$ cat src/rtl/ps2_pkg.sv
// ps2_pkg: definitions shared by the PS/2 frame receiver and its FIFO.
//   ps2_state_e   - receiver FSM state encoding (also used for the debug port)
//   PS2_DATA_BITS - data bits per PS/2 frame
//   parity_ok()   - odd-parity check over the data byte plus its parity bit
package ps2_pkg;

    localparam int PS2_DATA_BITS = 8;

    typedef enum logic [1:0] {
        IDLE   = 2'd0,
        DATA   = 2'd1,
        PARITY = 2'd2,
        STOP   = 2'd3
    } ps2_state_e;

    // PS/2 uses odd parity: data bits plus parity bit contain an odd number of ones.
    function automatic logic parity_ok(input logic [PS2_DATA_BITS-1:0] data,
                                       input logic par);
        return ^{data, par};
    endfunction

endpackage

$ cat src/rtl/ps2_rx_fifo.sv
// ps2_rx_fifo: first-word fall-through FIFO for received bytes.
//   clk, rst      - clock, synchronous active-high reset
//   push, wdata   - write request and data (ignored when full unless popping)
//   pop           - read request (ignored when empty)
//   rdata         - head entry, read combinationally from storage
//   full, empty   - occupancy flags
//   level         - current occupancy, 0..DEPTH
module ps2_rx_fifo #(
    parameter int WIDTH = 8,
    parameter int DEPTH = 8
) (
    input  logic                     clk,
    input  logic                     rst,
    input  logic                     push,
    input  logic [WIDTH-1:0]         wdata,
    input  logic                     pop,
    output logic [WIDTH-1:0]         rdata,
    output logic                     full,
    output logic                     empty,
    output logic [$clog2(DEPTH):0]   level
);

    localparam int AW = $clog2(DEPTH);
    localparam int LW = AW + 1;

    logic [WIDTH-1:0] mem [DEPTH];
    logic [AW-1:0]    wr_ptr;
    logic [AW-1:0]    rd_ptr;
    logic             do_push;
    logic             do_pop;

    assign empty = (level == '0);
    assign full  = (level == LW'(DEPTH));

    // A pop frees the slot being written, so a full FIFO still accepts a push
    // in the same cycle as a pop.
    assign do_pop  = pop & ~empty;
    assign do_push = push & (~full | do_pop);

    assign rdata = mem[rd_ptr];

    always_ff @(posedge clk) begin
        if (do_push) begin
            mem[wr_ptr] <= wdata;
        end
    end

    // DEPTH is a power of two, so pointer overflow is the modulo wrap.
    always_ff @(posedge clk) begin
        if (rst) begin
            wr_ptr <= '0;
            rd_ptr <= '0;
            level  <= '0;
        end else begin
            if (do_push) begin
                wr_ptr <= wr_ptr + AW'(1);
            end
            if (do_pop) begin
                rd_ptr <= rd_ptr + AW'(1);
            end
            case ({do_push, do_pop})
                2'b10:   level <= level + LW'(1);
                2'b01:   level <= level - LW'(1);
                default: level <= level;
            endcase
        end
    end

endmodule

$ cat src/rtl/ps2_frame_rx.sv
// ps2_frame_rx: PS/2 device-to-host frame receiver with a receive FIFO.
//   clk, rst      - system clock, synchronous active-high reset
//   ps2_clk       - raw asynchronous PS/2 clock line
//   ps2_data      - raw asynchronous PS/2 data line
//   rx_data       - head-of-FIFO byte
//   rx_valid      - FIFO not empty
//   rx_ready      - consumer accepts rx_data
//   rx_level      - FIFO occupancy
//   parity_err    - one-cycle pulse, frame dropped for bad odd parity
//   frame_err     - one-cycle pulse, frame dropped for a zero stop bit
//   timeout_err   - one-cycle pulse, frame aborted by bus inactivity
//   overflow      - sticky, a good byte was lost to a full FIFO
//   clr_overflow  - clears overflow (a same-cycle set wins)
//   state_dbg     - current receiver FSM state
//
// Handshake: rx_valid/rx_ready follow strict valid/ready rules. rx_valid and
// rx_data do not depend on rx_ready; a byte is consumed in every cycle where
// both are high, and rx_data holds while rx_valid is high and no pop occurs.
module ps2_frame_rx
    import ps2_pkg::*;
#(
    parameter int SYNC_STAGES = 2,
    parameter int FILTER_LEN  = 4,
    parameter int TIMEOUT_CYC = 2000,
    parameter int FIFO_DEPTH  = 8
) (
    input  logic                          clk,
    input  logic                          rst,
    input  logic                          ps2_clk,
    input  logic                          ps2_data,
    output logic [7:0]                    rx_data,
    output logic                          rx_valid,
    input  logic                          rx_ready,
    output logic [$clog2(FIFO_DEPTH):0]   rx_level,
    output logic                          parity_err,
    output logic                          frame_err,
    output logic                          timeout_err,
    output logic                          overflow,
    input  logic                          clr_overflow,
    output ps2_state_e                    state_dbg
);

    localparam int FLT_W = $clog2(FILTER_LEN + 1);
    localparam int TMO_W = $clog2(TIMEOUT_CYC + 1);
    localparam int BIT_W = $clog2(PS2_DATA_BITS);

    // ---------------- synchronisers and clock filter ----------------
    logic [SYNC_STAGES-1:0] clk_sreg;
    logic [SYNC_STAGES-1:0] data_sreg;
    logic                   clk_s;
    logic                   data_s;
    logic [FLT_W-1:0]       flt_cnt;
    logic                   clk_flt;
    logic                   clk_flt_q;
    logic                   fall_edge;
    logic                   any_edge;

    assign clk_s  = clk_sreg[SYNC_STAGES-1];
    assign data_s = data_sreg[SYNC_STAGES-1];

    always_ff @(posedge clk) begin
        if (rst) begin
            clk_sreg  <= '1;
            data_sreg <= '1;
            flt_cnt   <= '0;
            clk_flt   <= 1'b1;
            clk_flt_q <= 1'b1;
        end else begin
            clk_sreg  <= {clk_sreg[SYNC_STAGES-2:0], ps2_clk};
            data_sreg <= {data_sreg[SYNC_STAGES-2:0], ps2_data};
            clk_flt_q <= clk_flt;
            // flt_cnt counts consecutive samples that disagree with clk_flt;
            // any agreeing sample restarts the run, rejecting short glitches.
            if (clk_s == clk_flt) begin
                flt_cnt <= '0;
            end else if (flt_cnt == FLT_W'(FILTER_LEN - 1)) begin
                clk_flt <= clk_s;
                flt_cnt <= '0;
            end else begin
                flt_cnt <= flt_cnt + FLT_W'(1);
            end
        end
    end

    assign fall_edge = clk_flt_q & ~clk_flt;
    assign any_edge  = clk_flt_q ^ clk_flt;

    // ---------------- frame FSM ----------------
    ps2_state_e                 state;
    ps2_state_e                 state_nx;
    logic [BIT_W-1:0]           bit_cnt;
    logic [PS2_DATA_BITS-1:0]   shift_q;
    logic                       par_q;
    logic [TMO_W-1:0]           tmo_cnt;
    logic                       tmo_hit;
    logic                       stop_evt;
    logic                       par_good;
    logic                       push;
    logic                       pop;
    logic                       full;
    logic                       empty;

    assign state_dbg = state;

    always_comb begin
        state_nx = state;
        tmo_hit  = (state != IDLE) && (tmo_cnt == TMO_W'(TIMEOUT_CYC));
        stop_evt = 1'b0;
        par_good = parity_ok(shift_q, par_q);
        push     = 1'b0;
        if (tmo_hit) begin
            state_nx = IDLE;
        end else if (fall_edge) begin
            case (state)
                IDLE:    if (!data_s) state_nx = DATA;
                DATA:    if (bit_cnt == BIT_W'(PS2_DATA_BITS - 1)) state_nx = PARITY;
                PARITY:  state_nx = STOP;
                STOP: begin
                    state_nx = IDLE;
                    stop_evt = 1'b1;
                    push     = par_good & data_s;
                end
                default: state_nx = IDLE;
            endcase
        end
    end

    always_ff @(posedge clk) begin
        if (rst) begin
            state       <= IDLE;
            bit_cnt     <= '0;
            shift_q     <= '0;
            par_q       <= 1'b0;
            tmo_cnt     <= '0;
            parity_err  <= 1'b0;
            frame_err   <= 1'b0;
            timeout_err <= 1'b0;
        end else begin
            state       <= state_nx;
            parity_err  <= stop_evt & ~par_good;
            frame_err   <= stop_evt & ~data_s;
            timeout_err <= tmo_hit;

            // Inactivity timer runs only inside a frame; any filtered edge restarts it.
            if (state == IDLE || tmo_hit || any_edge) begin
                tmo_cnt <= '0;
            end else begin
                tmo_cnt <= tmo_cnt + TMO_W'(1);
            end

            if (tmo_hit) begin
                shift_q <= '0;
                bit_cnt <= '0;
            end else if (fall_edge) begin
                case (state)
                    IDLE: bit_cnt <= '0;
                    DATA: begin
                        shift_q <= {data_s, shift_q[PS2_DATA_BITS-1:1]};
                        bit_cnt <= bit_cnt + BIT_W'(1);
                    end
                    PARITY: par_q <= data_s;
                    default: ;
                endcase
            end
        end
    end

    // ---------------- receive FIFO and overflow flag ----------------
    assign pop      = rx_valid & rx_ready;
    assign rx_valid = ~empty;

    ps2_rx_fifo #(
        .WIDTH (PS2_DATA_BITS),
        .DEPTH (FIFO_DEPTH)
    ) u_fifo (
        .clk   (clk),
        .rst   (rst),
        .push  (push),
        .wdata (shift_q),
        .pop   (pop),
        .rdata (rx_data),
        .full  (full),
        .empty (empty),
        .level (rx_level)
    );

    always_ff @(posedge clk) begin
        if (rst) begin
            overflow <= 1'b0;
        end else if (push && full && !pop) begin
            overflow <= 1'b1;
        end else if (clr_overflow) begin
            overflow <= 1'b0;
        end
    end

endmodule
$ cat config.mk
export PLATFORM = sky130hd
export DESIGN_NAME = ps2_frame_rx
export DESIGN_NICKNAME = d
export VERILOG_FILES = /design/src/rtl/ps2_pkg.sv /design/src/rtl/ps2_rx_fifo.sv /design/src/rtl/ps2_frame_rx.sv
export SDC_FILE = /design/constraint.sdc
export NUM_CORES = 1
export LEC_CHECK = 0
export ABC_AREA = 0
export CORE_MARGIN = 2
export CORE_UTILIZATION = 25
export DETAILED_ROUTE_END_ITERATION = 10
export SLEW_MARGIN = 0
export SYNTH_ARGS = -nofsm -noshare
export SYNTH_HDL_FRONTEND = slang
export SYNTH_SLANG_ARGS = --single-unit
$ cat constraint.sdc
create_clock -name clk -period 5.2 [get_ports clk]
set_input_delay 1.04 -clock clk [delete_from_list [all_inputs] [get_ports clk]]
set_output_delay 1.04 -clock clk [all_outputs]
set_load 0.02 [all_outputs]
; ---- Yosys cells after proc, flatten, opt, wreduce, memory -nomap -nowiden
; Memories as Yosys holds them, arrays and structs flattened. A register that Yosys moved wholly into a read port is not among the register bits.
; Cells that the tools add are included.
[totals]
regBits = 48
ram_bits = 64
out_inout_bits = 19
word_cells = 91
mem_count = 1
[mem_list]
columns = memory, depth, width, rd, rd_clocked_by_memory_dff, write_ports, line
row1 = u_fifo.mem, 8, 8, 1, 1, 1, ps2_rx_fifo.sv:26  ; logic [WIDTH-1:0] mem [DEPTH];
[op_classes]
n_addsub = 7
n_eq_ne = 12
mux = 17
bitwise = 16
n_reduce_logical = 21
[ops]
columns = operator, n
row1 = 3-bit by 1-bit adder with 3-bit output (second input constant), 4
row2 = 11-bit by 1-bit adder with 11-bit output (second input constant), 1
row3 = 11-bit == test (second input constant), 1
row4 = 1-bit 2-to-1 mux, 10
row5 = 9-bit XOR reduction, 1
row6 = 2-bit one-hot mux with 4 select lines, 1
row7 = 4-bit one-hot mux with 2 select lines, 1
row8 = 2-bit nonzero test, 4
row9 = 1-bit bitwise AND, 7
row10 = 1-bit NOT, 7
row11 = 2-bit == test (second input constant), 3
row12 = 3-bit 2-to-1 mux, 2
row13 = 3-bit one-hot mux with 2 select lines, 1
row14 = 2-bit AND reduction, 3
row15 = 3-bit AND reduction, 2
row16 = 4-bit by 1-bit adder with 4-bit output (second input constant), 1
row17 = 2-bit by 1-bit == test with 1-bit output (second input constant), 2
row18 = 4-bit == test (second input constant), 1
row19 = 4-bit zero test, 1
row20 = 2-bit 2-to-1 mux, 2
row21 = 2-bit inequality test (second input constant), 2
row22 = 2-bit OR reduction, 2
row23 = 4-bit by 1-bit subtractor with 4-bit output (second input constant), 1
row24 = 3-bit by 2-bit == test with 1-bit output (second input constant), 1
row25 = other kinds (9), 12

; ---- Logic depth before layout (Yosys ltp)
; Gate-level depths: netlist of the first run.
[logic_depth]
ltp_word = 8
mapped_depth = 13

; ---- Hierarchy
; Synthesis of the first run repeated with hierarchy kept, for this count alone.
[hier_totals]
hier_cells = 357
hier_area_um2 = 4823.4
[by_module_without_submodules]
columns = mod, n_inst, cells_per_inst, area_per_inst_um2
row1 = ps2_rx_fifo, 1, 179, 3215.6
row2 = ps2_frame_rx, 1, 178, 1607.8

; ---- Worst setup path before layout of the first run
; OpenSTA, ideal clock, no wires.
[synth_timing]
path_type = register to register
from = register state[0] (netlist: state_dbg[0])
to = register u_fifo.level[3]
arrival_time_ps = 2835
required_ps = 5077
path_slack_ps = 2242
path_stages_with_launch = 13
period_less_slack_ps = 2958
cell_sequence = dfxtp_1 inv_1 ha_1 nor4_1 or3b_1 o21ai_0 inv_1 ha_1 a21o_1 a21oi_1 nor2_1 a22oi_1 mux2_1
[synth_via]
elab_chain_len = 7
[synth_lines]
columns = element, line
row1 = "start, declared", ps2_frame_rx.sv:89  ; ps2_state_e state;
row2 = "start signal, assigned", ps2_frame_rx.sv:139  ; state <= state_nx;
row3 = 2-bit == test, ps2_frame_rx.sv:114  ; case (state)
row4 = 1-bit 2-to-1 mux, ps2_frame_rx.sv:114
row5 = 1-bit 2-to-1 mux, ps2_frame_rx.sv:113  ; end else if (fall_edge) begin
row6 = 1-bit 2-to-1 mux *, ps2_frame_rx.sv:111  ; if (tmo_hit) begin
row7 = 1-bit bitwise AND *, ps2_rx_fifo.sv:38  ; assign do_push = push & (~full | do_pop);
row8 = 2-bit by 1-bit == test with 1-bit output / 2-bit == test (equally long branches), ps2_rx_fifo.sv:61  ; case ({do_push, do_pop})
row9 = 4-bit one-hot mux with 2 select lines / 2-bit nonzero test (equally long branches), n/a
row10 = "end signal, assigned", ps2_rx_fifo.sv:62  ; 2'b10: level <= level + LW'(1);
row11 = "end signal, assigned", ps2_rx_fifo.sv:63  ; 2'b01: level <= level - LW'(1);
row12 = "end signal, assigned", ps2_rx_fifo.sv:64  ; default: level <= level;
row13 = "end, declared", ps2_rx_fifo.sv:20  ; output logic [$clog2(DEPTH):0] level
; Mark *: on every way between the ends. The rest lies on a longest branch, timed or not.
; A chain may end at the register's enable or synchronous reset.

==> impl_metrics.prom, run 1 <==
# TYPE chip_impl_metric gauge
chip_impl_info{name="status",value="complete, no violations"} 1
chip_impl_metric{name="critPathMaxFanout",unit=""} 16
chip_impl_info{name="hold_class",value="flip-flop to flip-flop"} 1
chip_impl_metric{name="post_synth_and_or_nand_nor_area_fraction",unit=""} 0.112
chip_impl_metric{name="finClkSkew",unit="ps"} 14.2
chip_impl_metric{name="final_core_density",unit=""} 0.319
chip_impl_metric{name="grt_first_pass_wirelength",unit="µm"} 14600
chip_impl_metric{name="instance_count_of_the_mapped_netlist",unit=""} 350
chip_impl_metric{name="synth.net_count",unit=""} 373
chip_impl_metric{name="power.combinational.fraction",unit=""} 0.129
chip_impl_metric{name="detail_route.wirelength.met1",unit="µm"} 4240
chip_impl_metric{name="grt_start_max_net_pins",unit=""} 26
chip_impl_metric{name="area_fraction_in_compound_gates_after_synthesis",unit=""} 0.0394
chip_impl_metric{name="pin_count",unit=""} 25
chip_impl_metric{name="post_dp_cell_area",unit="mm²"} 0.00517
chip_impl_info{name="cts_tree",value="done"} 1
chip_impl_metric{name="period_share",unit=""} 0.762
chip_impl_info{name="top_cells_by_area_in_the_synthesized_netlist",value="sky130_fd_sc_hd__edfxtp_1 41%, sky130_fd_sc_hd__dfxtp_1 22%, sky130_fd_sc_hd__mux4_2 7.7%"} 1
chip_impl_metric{name="number_of_global_route_vias_before_repair",unit=""} 2779
chip_impl_metric{name="cp_data_required_time",unit="ps"} 4160
chip_impl_info{name="criticalPathCategory",value="flip-flop to output pin"} 1
chip_impl_metric{name="synth_warnings",unit=""} 0
chip_impl_metric{name="detail_route.vias_per_cell",unit=""} 4.40
chip_impl_metric{name="fin_setup_tns",unit="ps"} 0
chip_impl_metric{name="initial_antenna_violation_count",unit=""} 0
chip_impl_metric{name="yosys.area.top_type_share",unit=""} 0.412
chip_impl_info{name="cell_at_the_slowest_stage_of_the_critical_path",value="sky130_fd_sc_hd__dfxtp_1"} 1
chip_impl_info{name="timing.critical_path.from_type",value="flip-flop"} 1
chip_impl_info{name="crit_chain",value="mux4_2 -> mux2_2 -> clkdlybuf4s50_1"} 1
chip_impl_metric{name="synth-xor-area-share",unit=""} 0.0408
chip_impl_metric{name="worst_setup_hold_path_clk_slew",unit="ps"} 60
chip_impl_info{name="worst_path_dominant_cell_family",value="flip-flops"} 1
chip_impl_metric{name="clock_latency",unit="ps"} 420
chip_impl_metric{name="fin_total_pwr",unit="mW"} 2.54
chip_impl_metric{name="area_of_the_die",unit="mm²"} 0.0198
chip_impl_metric{name="postSynthRegisterBits",unit=""} 115
chip_impl_metric{name="met2RoutedLength",unit="µm"} 4100
chip_impl_metric{name="count_of_buffers_inserted_at_the_top_level_ports",unit=""} 24
chip_impl_metric{name="path_buf_inv",unit=""} 1
chip_impl_metric{name="reg2reg_slack",unit="ps"} 1840
chip_impl_metric{name="worstMarginPinSlew",unit="ps"} 1120
chip_impl_metric{name="num-nets-final",unit=""} 406
chip_impl_metric{name="finalWorstPathRequiredPeriod",unit="ps"} 3960
chip_impl_metric{name="setup_viol",unit=""} 0
chip_impl_metric{name="routed_length_per_placed_instance",unit="µm"} 14.1
chip_impl_metric{name="grt-ovfl-total",unit=""} 0
chip_impl_metric{name="wl",unit="µm"} 8800
chip_impl_metric{name="worst_hold_slack",unit="ps"} 416
chip_impl_metric{name="post-cts-setup-buffer-count",unit=""} 0
chip_impl_metric{name="layout_setup_ws",unit="ps"} 1240
chip_impl_metric{name="maxSlewHeadroom",unit=""} 0.255
chip_impl_metric{name="switching_power_share_of_the_total",unit=""} 0.258
chip_impl_metric{name="syn_area_per_cell",unit="µm²"} 13.3
chip_impl_metric{name="slew_viol_final",unit=""} 0
chip_impl_metric{name="hold_viol",unit=""} 0
chip_impl_info{name="synth-main-ff-cell",value="sky130_fd_sc_hd__edfxtp_1"} 1
chip_impl_metric{name="switchingPower",unit="µW"} 657
chip_impl_metric{name="vdd_drop_max",unit="µV"} 267
chip_impl_metric{name="drt_pass1_iterations",unit=""} 4
chip_impl_metric{name="synth_cell_types",unit=""} 42
chip_impl_info{name="cts-root-buf",value="sky130_fd_sc_hd__clkbuf_16"} 1
chip_impl_metric{name="pwr_density_cell",unit="mW/mm²"} 440
chip_impl_info{name="ys_top_cells_by_count",value="64 x sky130_fd_sc_hd__edfxtp_1, 51 x sky130_fd_sc_hd__dfxtp_1, 37 x sky130_fd_sc_hd__nor2_1, 32 x sky130_fd_sc_hd__nand2_1"} 1
chip_impl_metric{name="synth_enable_flop_cells",unit=""} 64
chip_impl_metric{name="drc_errors",unit=""} 0
chip_impl_metric{name="place.detailed.instances",unit=""} 593
chip_impl_metric{name="numClockSinks",unit=""} 115
chip_impl_metric{name="initialDrtViolationCount",unit=""} 156
chip_impl_metric{name="vias",unit=""} 2753
chip_impl_metric{name="insertedDiodeCount",unit=""} 0
chip_impl_metric{name="dp_hpwl",unit="µm"} 5810
chip_impl_metric{name="die_w",unit="µm"} 141
chip_impl_metric{name="async_sr_flop_fraction",unit=""} 0
chip_impl_metric{name="place_congestion",unit=""} 0.754
chip_impl_metric{name="post_cts_resize_count",unit=""} 0
chip_impl_metric{name="drive_gt1_frac",unit=""} 0.172
chip_impl_metric{name="dp_slack",unit="ps"} 1520
chip_impl_metric{name="cts_inserted_buffers",unit=""} 17
chip_impl_metric{name="clock_tree.htree_level_count",unit=""} 4
chip_impl_info{name="post-synth-top-count-cell",value="sky130_fd_sc_hd__edfxtp_1"} 1
chip_impl_metric{name="cp.arrival",unit="ps"} 2920
chip_impl_info{name="rsz0062_at_grt",value="no"} 1
chip_impl_metric{name="start_util",unit=""} 0.257
chip_impl_metric{name="p_leak",unit="nW"} 2.01
chip_impl_metric{name="synth.yosys.seq_area_share",unit=""} 0.631
chip_impl_metric{name="holdBufCountCts",unit=""} 0
chip_impl_metric{name="timing.fmax",unit="MHz"} 253
chip_impl_metric{name="synth_adder_area_share",unit=""} 0.0472
chip_impl_metric{name="internal-power",unit="mW"} 1.89
chip_impl_metric{name="seqPwrFrac",unit=""} 0.403
chip_impl_metric{name="power.clock.fraction",unit=""} 0.467
chip_impl_metric{name="area_delta_synth_final",unit="%"} 24.0
chip_impl_metric{name="grt_util_all_layers",unit=""} 0.0958
chip_impl_metric{name="cts.path.max_buffers",unit=""} 2
chip_impl_metric{name="drv_cap",unit=""} 0
chip_impl_info{name="critPathCaptureType",value="output pin"} 1
chip_impl_metric{name="antenna_left",unit=""} 0
chip_impl_info{name="dominant_combinational_cell_family_by_area_after_synthesis",value="simple AND/OR/NAND/NOR gates"} 1
chip_impl_metric{name="finish.instance_area",unit="mm²"} 0.00578
chip_impl_metric{name="row_count",unit=""} 49
chip_impl_metric{name="biggest_cell_delay_along_the_critical_path",unit="ps"} 1060
chip_impl_metric{name="syn-cell-area",unit="mm²"} 0.00466
chip_impl_metric{name="die_h",unit="µm"} 141
chip_impl_metric{name="met3_wirelength",unit="µm"} 322
chip_impl_metric{name="core",unit="mm²"} 0.0181
chip_impl_info{name="synth_largest_area_cell",value="sky130_fd_sc_hd__edfxtp_1"} 1
chip_impl_metric{name="layoutNonFillerInstCount",unit=""} 625
chip_impl_info{name="top_layer_used",value="met4"} 1
chip_impl_metric{name="synth.area.mux_share",unit=""} 0.108
-- power by group through the flow --
stage / Clock (mW) / Combinational, mW / Sequential [mW]
after floorplan: 0 / 0.250 / 1.01
after global placement: 0 / 0.327 / 1.05
after global routing: 1.25 / 0.355 / 1.04
after detailed placement: 0 / 0.331 / 1.05
final: 1.19 / 0.329 / 1.03
after CTS: 1.21 / 0.334 / 1.03
-- path summary, 6_finish.rpt --
path | startpoint | end | depth (start not counted)
worst min-delay path | clk_sreg[0] | clk_sreg[1] | 1
worst max-delay path | flip-flop | rx_data[1] | 3
worst max register to register | shift_q[6] | u_fifo.mem[4][5] | 6
worst min register to register | clk_sreg[0] | clk_sreg[1] | 1
-- logic make-up (layout without fill, tap and decap cells) --
group / after synthesis / in the layout
adders and majority gates: 17 / 17
xor gates and xnor gates: 20 / 20
and+or+nand+nor: 112 / 112
DFF: 115 / 115
buffers and inverters: 26 / 72
muxes: 29 / 29
AOI/OAI and AO/OA: 31 / 31
-- metal layers --
metal  vias up  track usage
met2        50        0.152
met1      1355        0.123
met4         0       0.0374
met5         -            0
li1       1336            -
met3        12       0.0299
-- layout make-up --
type                    instances  area [µm²]
clock inverters                15         183
multi-input cells             209        1640
clock buffers                  17         425
well taps                     229         287
inverters                      14        52.6
repair buffers                 26         255
flip-flops and latches        115        2940
fillers                      1782       12400
-- state kept, by name, summed over array words and instances (netlist names), named ones only --
register       count
shift_q            8
frame_err          1
clk_sreg           2
u_fifo.wr_ptr      3
flt_cnt            3
parity_err         1
u_fifo.mem        64
timeout_err        1
u_fifo.level       4
clk_flt_q          1
par_q              1
u_fifo.rd_ptr      3
bit_cnt            3
tmo_cnt           11
overflow           1
clk_flt            1
data_sreg          2
state_dbg          2
-- cells in the final DEF (no fill, tap or decap), types with 4 or more instances in the layout --
cell type                          n
sky130_fd_sc_hd__a21oi_1          15
sky130_fd_sc_hd__mux2_2            8
sky130_fd_sc_hd__edfxtp_1         64
sky130_fd_sc_hd__xor2_1            9
sky130_fd_sc_hd__nor2_1           37
sky130_fd_sc_hd__o21ai_0           6
sky130_fd_sc_hd__inv_8             4
sky130_fd_sc_hd__or3_1             7
sky130_fd_sc_hd__dfxtp_1          51
sky130_fd_sc_hd__nand2_1          32
sky130_fd_sc_hd__clkdlybuf4s50_1  24
sky130_fd_sc_hd__ha_1             16
sky130_fd_sc_hd__nor3_1            4
sky130_fd_sc_hd__mux4_2           16
sky130_fd_sc_hd__xnor2_1          10
sky130_fd_sc_hd__inv_6             8
sky130_fd_sc_hd__nand2b_1          4
sky130_fd_sc_hd__inv_1            14
sky130_fd_sc_hd__clkbuf_16        17
sky130_fd_sc_hd__nand3_1           7
sky130_fd_sc_hd__or2_2             4
Note: power is estimated with default switching activity, not from simulation.
==> run 2: changes to the inputs <==
Clock period 5.2 ns to 3.3 ns, I/O delays scaled along.
==> run 2 against run 1 <==
Setup slack lost 1000 ps. First-iteration DRC count grew 19%. Flip-flop and latch count is the same. Power grew 49%. Critical path type unchanged. Critical endpoint unchanged. Largest cell class unchanged.
==> impl_metrics.prom, run 2 (synthesized netlist as in run 1, its figures left out) <==
# TYPE chip_impl_metric gauge
chip_impl_info{name="status",value="complete, no violations"} 1
chip_impl_metric{name="start_util",unit=""} 0.257
chip_impl_metric{name="critPathMaxFanout",unit=""} 16
chip_impl_metric{name="worst_setup_hold_path_clk_slew",unit="ps"} 50
chip_impl_metric{name="vias",unit=""} 2830
chip_impl_info{name="rsz0062_at_grt",value="no"} 1
chip_impl_metric{name="cts.path.max_buffers",unit=""} 2
chip_impl_metric{name="biggest_cell_delay_along_the_critical_path",unit="ps"} 560
chip_impl_metric{name="p_leak",unit="nW"} 2.07
chip_impl_metric{name="pin_count",unit=""} 25
chip_impl_metric{name="timing.fmax",unit="MHz"} 324
chip_impl_metric{name="clock_tree.htree_level_count",unit=""} 4
chip_impl_info{name="largest-register",value="u_fifo.mem"} 1
chip_impl_metric{name="grt_start_max_net_pins",unit=""} 23
chip_impl_metric{name="num-nets-final",unit=""} 425
chip_impl_metric{name="area_taken_by_multi_input_logic_gates",unit="mm²"} 0.00162
chip_impl_info{name="reg2reg_to",value="u_fifo.level[3]"} 1
chip_impl_info{name="worst_r2r_startpoint",value="state_dbg[0]"} 1
chip_impl_metric{name="core",unit="mm²"} 0.0181
chip_impl_metric{name="initialDrtViolationCount",unit=""} 185
chip_impl_info{name="crit_chain",value="buf_4 -> mux4_2 -> mux2_2 -> clkdlybuf4s50_1"} 1
chip_impl_metric{name="internal-power",unit="mW"} 2.86
chip_impl_info{name="cts_tree",value="done"} 1
chip_impl_metric{name="power.clock.fraction",unit=""} 0.435
chip_impl_info{name="timing.critical_path.from_type",value="flip-flop"} 1
chip_impl_metric{name="grt-ovfl-total",unit=""} 0
chip_impl_metric{name="area_delta_synth_final",unit="%"} 25.4
chip_impl_metric{name="cp_data_required_time",unit="ps"} 2640
chip_impl_info{name="min-delay-start",value="data_sreg[0]"} 1
chip_impl_metric{name="largest_register_ffs",unit=""} 64
chip_impl_metric{name="fin_setup_tns",unit="ps"} 0
chip_impl_metric{name="cts_inserted_buffers",unit=""} 17
chip_impl_metric{name="worst_hold_path.num_cells",unit=""} 1
chip_impl_metric{name="cp.arrival",unit="ps"} 2420
chip_impl_metric{name="pwr_density_cell",unit="mW/mm²"} 650
chip_impl_metric{name="final-seq-area",unit="mm²"} 0.00294
chip_impl_metric{name="initial_antenna_violation_count",unit=""} 0
chip_impl_metric{name="switching_power_share_of_the_total",unit=""} 0.248
chip_impl_metric{name="reg2reg_slack",unit="ps"} 280
chip_impl_metric{name="vdd_drop_max",unit="µV"} 377
chip_impl_metric{name="drc_errors",unit=""} 0
chip_impl_metric{name="antenna_left",unit=""} 0
chip_impl_metric{name="die_w",unit="µm"} 141
chip_impl_info{name="layout.cells.most_common_list",value="64 x sky130_fd_sc_hd__edfxtp_1, 51 x sky130_fd_sc_hd__dfxtp_1, 37 x sky130_fd_sc_hd__nor2_1"} 1
chip_impl_info{name="criticalPathCategory",value="flip-flop to output pin"} 1
chip_impl_metric{name="numClockSinks",unit=""} 115
chip_impl_metric{name="clock_latency",unit="ps"} 410
chip_impl_info{name="hold_class",value="flip-flop to flip-flop"} 1
chip_impl_metric{name="power.combinational.fraction",unit=""} 0.155
chip_impl_info{name="critPathCaptureType",value="output pin"} 1
chip_impl_info{name="cts-root-buf",value="sky130_fd_sc_hd__clkbuf_16"} 1
chip_impl_metric{name="detail_route.vias_per_cell",unit=""} 4.39
chip_impl_metric{name="final_core_density",unit=""} 0.322
chip_impl_metric{name="area_of_the_die",unit="mm²"} 0.0198
chip_impl_metric{name="hold_viol",unit=""} 0
chip_impl_metric{name="place_congestion",unit=""} 0.757
chip_impl_metric{name="die_h",unit="µm"} 141
chip_impl_metric{name="period_share",unit=""} 0.935
chip_impl_metric{name="insertedDiodeCount",unit=""} 0
chip_impl_metric{name="grt_util_all_layers",unit=""} 0.0974
chip_impl_metric{name="wl",unit="µm"} 8820
chip_impl_metric{name="maxSlewHeadroom",unit=""} 0.607
chip_impl_metric{name="drv_cap",unit=""} 0
chip_impl_metric{name="seqPwrFrac",unit=""} 0.410
chip_impl_metric{name="fillers",unit=""} 1793
chip_impl_metric{name="drt_pass1_iterations",unit=""} 4
chip_impl_metric{name="row_count",unit=""} 49
chip_impl_metric{name="finClkSkew",unit="ps"} 14.3
chip_impl_info{name="reg.largest.list",value="u_fifo.mem: 64 flops, tmo_cnt: 11 flops, shift_q: 8 flops"} 1
chip_impl_metric{name="setup_viol",unit=""} 0
chip_impl_metric{name="switchingPower",unit="µW"} 943
chip_impl_metric{name="slew_viol_final",unit=""} 0
chip_impl_info{name="final_common_cell",value="sky130_fd_sc_hd__edfxtp_1"} 1
chip_impl_info{name="hold_path_end",value="data_sreg[1]"} 1
chip_impl_metric{name="drive_gt1_frac",unit=""} 0.193
chip_impl_info{name="cell_at_the_slowest_stage_of_the_critical_path",value="sky130_fd_sc_hd__mux4_2"} 1
chip_impl_metric{name="grt_first_pass_wirelength",unit="µm"} 14500
chip_impl_metric{name="fin_total_pwr",unit="mW"} 3.80
chip_impl_metric{name="number_of_global_route_vias_before_repair",unit=""} 2894
chip_impl_metric{name="count_of_buffers_inserted_at_the_top_level_ports",unit=""} 24
chip_impl_metric{name="dp_hpwl",unit="µm"} 5880
chip_impl_metric{name="finalWorstPathRequiredPeriod",unit="ps"} 3080
chip_impl_metric{name="reg2regPathDepth",unit=""} 12
chip_impl_metric{name="worstMarginPinSlew",unit="ps"} 584
chip_impl_metric{name="holdBufCountCts",unit=""} 0
chip_impl_metric{name="routed_length_per_placed_instance",unit="µm"} 13.7
-- run 2: changes by cell type in the layout (fill, tap and decap cells not counted) --
cell and delta:
sky130_fd_sc_hd__clkinv_4 +4, sky130_fd_sc_hd__bufinv_16 -1, sky130_fd_sc_hd__o21ai_1 +1, sky130_fd_sc_hd__clkinv_1 +3, sky130_fd_sc_hd__clkinvlp_4 +3, sky130_fd_sc_hd__buf_4 +19
sky130_fd_sc_hd__inv_8 -4, sky130_fd_sc_hd__clkbuf_1 +1, sky130_fd_sc_hd__o21ai_0 -1, sky130_fd_sc_hd__inv_6 -8, sky130_fd_sc_hd__clkinv_2 +2, sky130_fd_sc_hd__nor3_1 +3
sky130_fd_sc_hd__nor3_2 -3
-- run 2: layout make-up --
cell class              count  area share
well taps                 229      0.0490
flip-flops and latches    115       0.503
repair buffers             45      0.0681
clock inverters            14      0.0199
clock buffers              18      0.0734
multi-input cells         209       0.277
inverters                  14     0.00899
-- run 2: worst max path at each step --
stage / start / to / slack, ps / depth (start not counted)
6_report: flip-flop / rx_data[1] / 220 / 4
5_1_grt: state_dbg[0] / u_fifo.level[3] / 20 / 12
4_1_cts: flip-flop / rx_data[1] / 150 / 4
3_5_place_dp: state_dbg[0] / u_fifo.level[3] / 200 / 12
3_3_place_gp: shift_q[2] / u_fifo.level[3] / 270 / 11
2_1_floorplan: state_dbg[0] / u_fifo.level[3] / 340 / 12
-- run 2: through the flow --
stage	hold WS, ps	cell area (µm²)	instances	setup WS (ps)
2_1_floorplan	389	4660	350	342
3_3_place_gp	391	5300	612	270
3_5_place_dp	396	5300	612	199
4_1_cts	413	5850	644	146
5_1_grt	439	5850	644	16.0
6_report	408	5850	644	216
-- run 2: worst max-delay path: cells and delay by family, from the launching register on --
family	cells	cell delay, ps
buffers and inverters	2	850
DFF	1	310
muxes	2	850
-- run 2: power by group through the flow --
stage	clock (mW)	combinational, mW	sequential (mW)
CTS	1.69	0.605	1.56
detailed placement	0	0.599	1.59
floorplan	0	0.394	1.60
finish	1.65	0.590	1.56
global route	1.76	0.640	1.56
global placement	0	0.596	1.59
-- run 2: repair_timing --
item | in CTS | in global routing
setup endpoints to repair | 0 | 1
setup buffers | 0 | 0
resized for setup | 0 | 1
-- run 2: routing by layer --
| metal | GRT usage | vias up | share of wire |
|---|---|---|---|
| li1 | - | 1370 | - |
| met1 | 0.115 | 1386 | 0.45 |
| met2 | 0.157 | 59 | 0.48 |
| met3 | 0.0418 | 15 | 0.055 |
| met4 | 0.0384 | 0 | 0.017 |
| met5 | 0 | - | 0 |
